<file path="src/rtl/read_return_mux.sv">
// Read-return multiplexer: forwards one read from the addressed target back to the master.
// Optional macro RETURN_TIMEOUT_EN adds a 15-cycle WAIT timeout that returns 4'hF with ERR=1.
module read_return_mux (
    input  logic       CLK,
    input  logic       RESETN,
    input  logic       REQ,
    input  logic [2:0] ADDR,
    input  logic [3:0] DATA0,
    input  logic       READY0,
    input  logic [3:0] DATA1,
    input  logic       READY1,
    input  logic       RACK,
    output logic       BUSY,
    output logic [3:0] RDATA,
    output logic       RVALID,
    output logic       ERR
);

    typedef enum logic [1:0] {IDLE, WAIT, RESP} state_t;

    state_t     state_reg;
    logic       sel_reg;
    logic [3:0] rdata_reg;
    logic       sel_ready;
    logic [3:0] sel_data;

    // Only the latched target is looked at; the other READY never matters.
    assign sel_ready = sel_reg ? READY1 : READY0;
    assign sel_data  = sel_reg ? DATA1  : DATA0;

`ifdef RETURN_TIMEOUT_EN
    logic [3:0] cnt_reg;
    logic       err_reg;

    always_ff @(posedge CLK or negedge RESETN) begin
        if (!RESETN) begin
            state_reg <= IDLE;
            sel_reg   <= 1'b0;
            rdata_reg <= 4'h0;
            err_reg   <= 1'b0;
            cnt_reg   <= 4'd0;
        end else begin
            case (state_reg)
                IDLE: begin
                    if (REQ) begin
                        sel_reg   <= (ADDR != 3'b001);
                        cnt_reg   <= 4'd0;
                        state_reg <= WAIT;
                    end
                end
                WAIT: begin
                    if (sel_ready) begin
                        rdata_reg <= sel_data;
                        err_reg   <= 1'b0;
                        state_reg <= RESP;
                    end else if (cnt_reg == 4'd14) begin
                        // 15th consecutive cycle without data: return an error response
                        rdata_reg <= 4'hF;
                        err_reg   <= 1'b1;
                        state_reg <= RESP;
                    end else begin
                        cnt_reg <= cnt_reg + 4'd1;
                    end
                end
                RESP: begin
                    if (RACK) state_reg <= IDLE;
                end
                default: state_reg <= IDLE;
            endcase
        end
    end

    assign ERR = err_reg;
`else
    always_ff @(posedge CLK or negedge RESETN) begin
        if (!RESETN) begin
            state_reg <= IDLE;
            sel_reg   <= 1'b0;
            rdata_reg <= 4'h0;
        end else begin
            case (state_reg)
                IDLE: begin
                    if (REQ) begin
                        sel_reg   <= (ADDR != 3'b001);
                        state_reg <= WAIT;
                    end
                end
                WAIT: begin
                    if (sel_ready) begin
                        rdata_reg <= sel_data;
                        state_reg <= RESP;
                    end
                end
                RESP: begin
                    if (RACK) state_reg <= IDLE;
                end
                default: state_reg <= IDLE;
            endcase
        end
    end

    assign ERR = 1'b0;
`endif

    // Status decodes straight from the state register so reset clears them at once.
    assign BUSY   = (state_reg != IDLE);
    assign RVALID = (state_reg == RESP);
    assign RDATA  = rdata_reg;

endmodule

</file>
<file path="config.mk">
export PLATFORM = sky130hd
export DESIGN_NAME = read_return_mux
export DESIGN_NICKNAME = d
export VERILOG_FILES = /design/src/rtl/read_return_mux.sv
export SDC_FILE = /design/constraint.sdc
export NUM_CORES = 1
export LEC_CHECK = 0
export BUFFER_PORTS_ARGS = -buffer_cell sky130_fd_sc_hd__buf_2
export CORE_AREA = 2 2 39 41
export DETAILED_ROUTE_END_ITERATION = 12
export DIE_AREA = 0 0 41 43
export PLACE_DENSITY = 0.59
export REMOVE_ABC_BUFFERS = 1
export SKIP_CTS_REPAIR_TIMING = 1
export SLEW_MARGIN = 40
export SYNTH_ARGS = -nofsm -noshare
export SYNTH_HDL_FRONTEND = slang
export SYNTH_SLANG_ARGS = --single-unit
export TNS_END_PERCENT = 30
</file>
<file path="constraint.sdc">
create_clock -name CLK -period 4.9 [get_ports CLK]
set_clock_uncertainty 0.2 [all_clocks]
set_input_delay 0 -clock CLK [delete_from_list [all_inputs] [get_ports CLK]]
set_output_delay 0 -clock CLK [all_outputs]
set_load 0.005 [all_outputs]
</file>
Yosys cells after proc, flatten, opt, wreduce, memory -nomap -nowiden
Index checks and enable logic that the tools add are counted.

word-level totals
  output and inout bits = 7
  logic and storage cells = 20
  bits of input ports = 17
  flip-flop bits (word level) = 7

cells by class
  muxes and demuxes = 6
  eq/ne operators = 6
  reductions and logical operators = 5

operators by type and width
  cell                                                    number
  two-way mux 2 bit                                       3
  inequality test 2 bit (second input constant)           3
  one-hot mux 2 bit (3 select lines)                      1
  two-way mux 4 bit                                       1
  AND reduction 2 bit                                     2
  inequality test 3 x 1 -> 1 bit (second input constant)  1
  AND reduction 3 bit                                     1
  equality test 2 x 1 -> 1 bit (second input constant)    1
  equality test 2 bit (second input constant)             1
  logical NOT 2 bit                                       1
  nonzero test 2 bit                                      1
  two-way mux 1 bit                                       1

Longest topological paths before layout
  word-level depth = 3
  gate-level depth with buffers = 4
  mapped depth without buffers = 3

Least setup slack after synthesis
OpenSTA, ideal clock, no wires.

  path type = reg2reg
  start = register sel_reg
  end = register rdata_reg[0], in the netlist RDATA[0]
  buffers on the path = 1
  cell stages (with the launch flop) = 5
  library setup time = 0.128 ns
  slack = 3.327 ns
  arrival = 1.245 ns
  cells stage by stage = dfrtp_1 buf_4 mux2i_1 nor3b_4 mux2_1

between the ends
  word-level cells in the longest chain between the ends = 2
  elaborated cells on any way between the ends = 3
  those cells by class = mux (2); reduce/logical (1)

ends and longest elaborated chain
  element                               RTL line  source
  start: declaration                    22        logic sel_reg;
  start signal: assignment              84        sel_reg <= (ADDR != 3'b001);
  two-way mux 1 bit                     28        assign sel_ready = sel_reg ? READY1 : READY0;
  AND reduction 2 bit (no source line)  --
  end signal: assignment                90        rdata_reg <= sel_data;
  end: declaration                      23        logic [3:0] rdata_reg;

Parallel ways exist; a longest one is shown, timed or not.
A chain may end at the register's enable or synchronous reset.

Worst setup path after layout
Same ends and word-level chain as after synthesis.

==> reports/qor.csv <==
stage;metric;value;unit
route;via count;365;
status;status;finished clean;
floorplan;IO Pins;24;
power_and_ir_drop;Int Power;0.1937;mW
timing;Hold Vio Cnt, Final;0;
yosys;mux share of post-synthesis cell area;29.73;%
worst_hold_path;worst hold path type;primary input to register;
placed_design;Placer Congestion;0.6730;
timing;crit share post-route;41.20;%
floorplan;Die ar.;0.001763;mm^2
cts;CTS buffer count;3;
worst_setup_path;R2R depth;3;
placed_design;port bufs;22;
global_route;grt ovf;0;
layout;layout cells sized above 1;44.78;%
yosys;Synth cell types;14;
cts;Clock Latency Late Sink;0.25;ns
worst_setup_path;R2R setup slack;2.88;ns
global_route;first-pass GRT wire length;1138;um
layout;antenna diode count;0;
layout;post-route cell area;641.9;um^2
worst_setup_path;CP endpoint kind;register;
layout;Layout area overhead;73.31;%
job;max_cap viols;0;
floorplan;chip width;41;um
timing;Fin Setup TNS;0;ns
power_and_ir_drop;Sw Pwr;0.08875;mW
worst_setup_path;critical path peak fanout;6;
worst_setup_path;R2R Path Start;sel_reg$_DFFE_PN0P_;
floorplan;Placeable Area;0.001384;mm^2
cts;TritonCTS clock tree;built;
worst_setup_path;CP Class;register to register;
global_route;largest net degree at the start of global routing;8;
power_and_ir_drop;Sw Ratio;31.42;%
route;Total Wirelength;982;um
worst_setup_path;CP endpoint;RDATA[0]$_DFFE_PN0P_;
worst_setup_path;Req. time, crit path;4.84;ns
yosys;Mapped Avg Cell Area;12.35;um^2
timing;Slew Limit Fails;0;
layout;max FFs per register;4;
yosys;synthesis-stage register bit count;7;
cts;clock root buffer;clkbuf_4;
worst_setup_path;Reg-to-Reg End;RDATA[0]$_DFFE_PN0P_;
yosys;xor and xnor area share after synthesis;0;%
power_and_ir_drop;static leakage;0.3233;nW
floorplan;Starting Density;26.76;%
yosys;Top FF cell, synth;dfrtp_1;
floorplan;Rows;14;
power_and_ir_drop;Tot Pwr;0.2824;mW
worst_setup_path;Worst EP arrival;1.95;ns
yosys;area share of fa/ha/maj cells after synthesis;0;%
global_route;vias in the first global route;285;
yosys;Yosys top cell by area;dfrtp_1;
route;DRT iter0 DRCs;0;
yosys;most common cell in the synthesized netlist;dfrtp_1;
worst_setup_path;Critical Path Source Type;register;
floorplan;Die Height;43;um
cts;Clock Sinks;7;
timing;minimum clock period after layout;2.019;ns
timing;final setup violation count;0;
yosys;Post-Synth Simple-Gate Area;10.81;%
route;vias per cell;4.398;
yosys;Post-Synthesis Cells;30;
power_and_ir_drop;Peak VDD IR;0.1866;mV
yosys;YS warnings;0;
worst_setup_path;crit path launch;sel_reg$_DFFE_PN0P_;
yosys;largest family of logic cells by synthesized area;multiplexers;
yosys;Synth Area in Compound Gates;5.068;%
timing;unrepaired setup endpoints after global routing;no;
global_route;overall routing resource usage;11.02;%
cts;H-tree Lvls;1;
cts;Max clock buf depth;2;
layout;nets@finish;85;
placed_design;Post-DP HPWL;679;um
power_and_ir_drop;PwrDens;440.0;mW/mm^2
yosys;Post-synth top cells;dfrtp_1, mux2_1, mux2_2;
power_and_ir_drop;Comb power frac;42.4;%
timing;maximum clock frequency;495.4;MHz
yosys;top cells by area, synth;dfrtp_1, mux2_1, mux2_2, mux2i_1, nor3b_4;
yosys;EDFF count, synth;0;
route;DRT antenna net count;0;
yosys;top cell type's share of synthesized area;47.30;%
yosys;post-synthesis sequential area ratio;47.30;%
power_and_ir_drop;clock share of power;18.6;%
route;Avg WL per Cell;11.83;um
placed_design;Post-DP Area;485.5;um^2
cts;CTS clk-pin slew, worst paths;0.05;ns
power_and_ir_drop;sequential power share;39.0;%
yosys;mapped cell area;370.4;um^2
yosys;asr flop ratio synth;100.0;%
route;DRT Pass-1 Iters;1;
route;DRC viols;0;
timing;WHS;0.01687;ns
global_route;antenna violations before repair;0;
## power by group through the flow
stage	clock network, mW	logic, mW	registers (mW)
6_report	0.0526	0.120	0.110
5_1_grt	0.0600	0.131	0.115
4_1_cts	0.0566	0.102	0.111
3_5_place_dp	0	0.101	0.112
3_3_place_gp	0	0.102	0.111
2_1_floorplan	0	0.0597	0.109
## kinds of logic (layout without fill, tap and decap cells)
family,after synthesis,after routing
mux,10,10
other cells,1,1
buf+inv,4,41
flops,7,7
simple gates,5,5
compound gates,3,3
## area by class of cell
class / count / area, um^2
Fill cell: 147 / 742.0
Sequential cell: 7 / 175.2
Inverter: 2 / 7.507
Timing Repair Buffer: 35 / 240.2
Multi-Input combinational cell: 19 / 172.7
Tap cell: 16 / 20.02
Clock buffer: 4 / 26.28
## critical path: stages (launching register included)
cell and delay [ns]:
dfrtp_1 0.48, mux2_2 0.37, dlygate4sd3_1 0.56, mux2_1 0.29
## how the worst min path moves through the flow
stage / startpoint / endpoint / slack [ns] / cells after the start
finish: READY0 / state_reg[0]$_DFFE_PN0P_ / 0.02 / 4
CTS: RESETN / RDATA[0]$_DFFE_PN0P_ / -0.64 / 1
global route: READY0 / state_reg[0]$_DFFE_PN0P_ / 0.03 / 4
global placement: RESETN / RDATA[0]$_DFFE_PN0P_ / -0.36 / 1
floorplan: RESETN / RDATA[0]$_DFFE_PN0P_ / -0.50 / 0
detailed placement: RESETN / RDATA[0]$_DFFE_PN0P_ / -0.36 / 1
## layer usage
metal	vias to the layer above	wire length, um	track usage [%]
li1	176	-	-
met1	160	353	9.539
met2	25	499	15.63
met3	4	101	6.283
met4	0	27	12.00
met5	-	0	0
## cells in the final DEF (no fill, tap or decap)
master | netlist | layout
dfrtp_1 | 7 | 7
nor3b_1 | 1 | 1
mux2_2 | 4 | 4
nor3b_4 | 1 | 1
a21o_1 | 1 | 1
a31oi_1 | 1 | 1
nor2b_1 | 1 | 1
clkbuf_4 | 0 | 3
mux2i_1 | 2 | 2
buf_2 | 0 | 22
dlygate4sd3_1 | 0 | 13
clkbuf_1 | 0 | 1
mux2_1 | 4 | 4
a21oi_1 | 1 | 1
nor2_1 | 2 | 2
inv_1 | 2 | 2
conb_1 | 1 | 1
## through the flow
stage	cells	utilization [%]	setup slack [ns]
finish	83	46.38	2.881
global route	83	46.38	2.820
CTS	70	36.98	3.210
detailed placement	66	35.08	3.218
global placement	66	35.08	3.276
floorplan	28	-	3.365
Note: power is estimated with default switching activity, not from simulation.
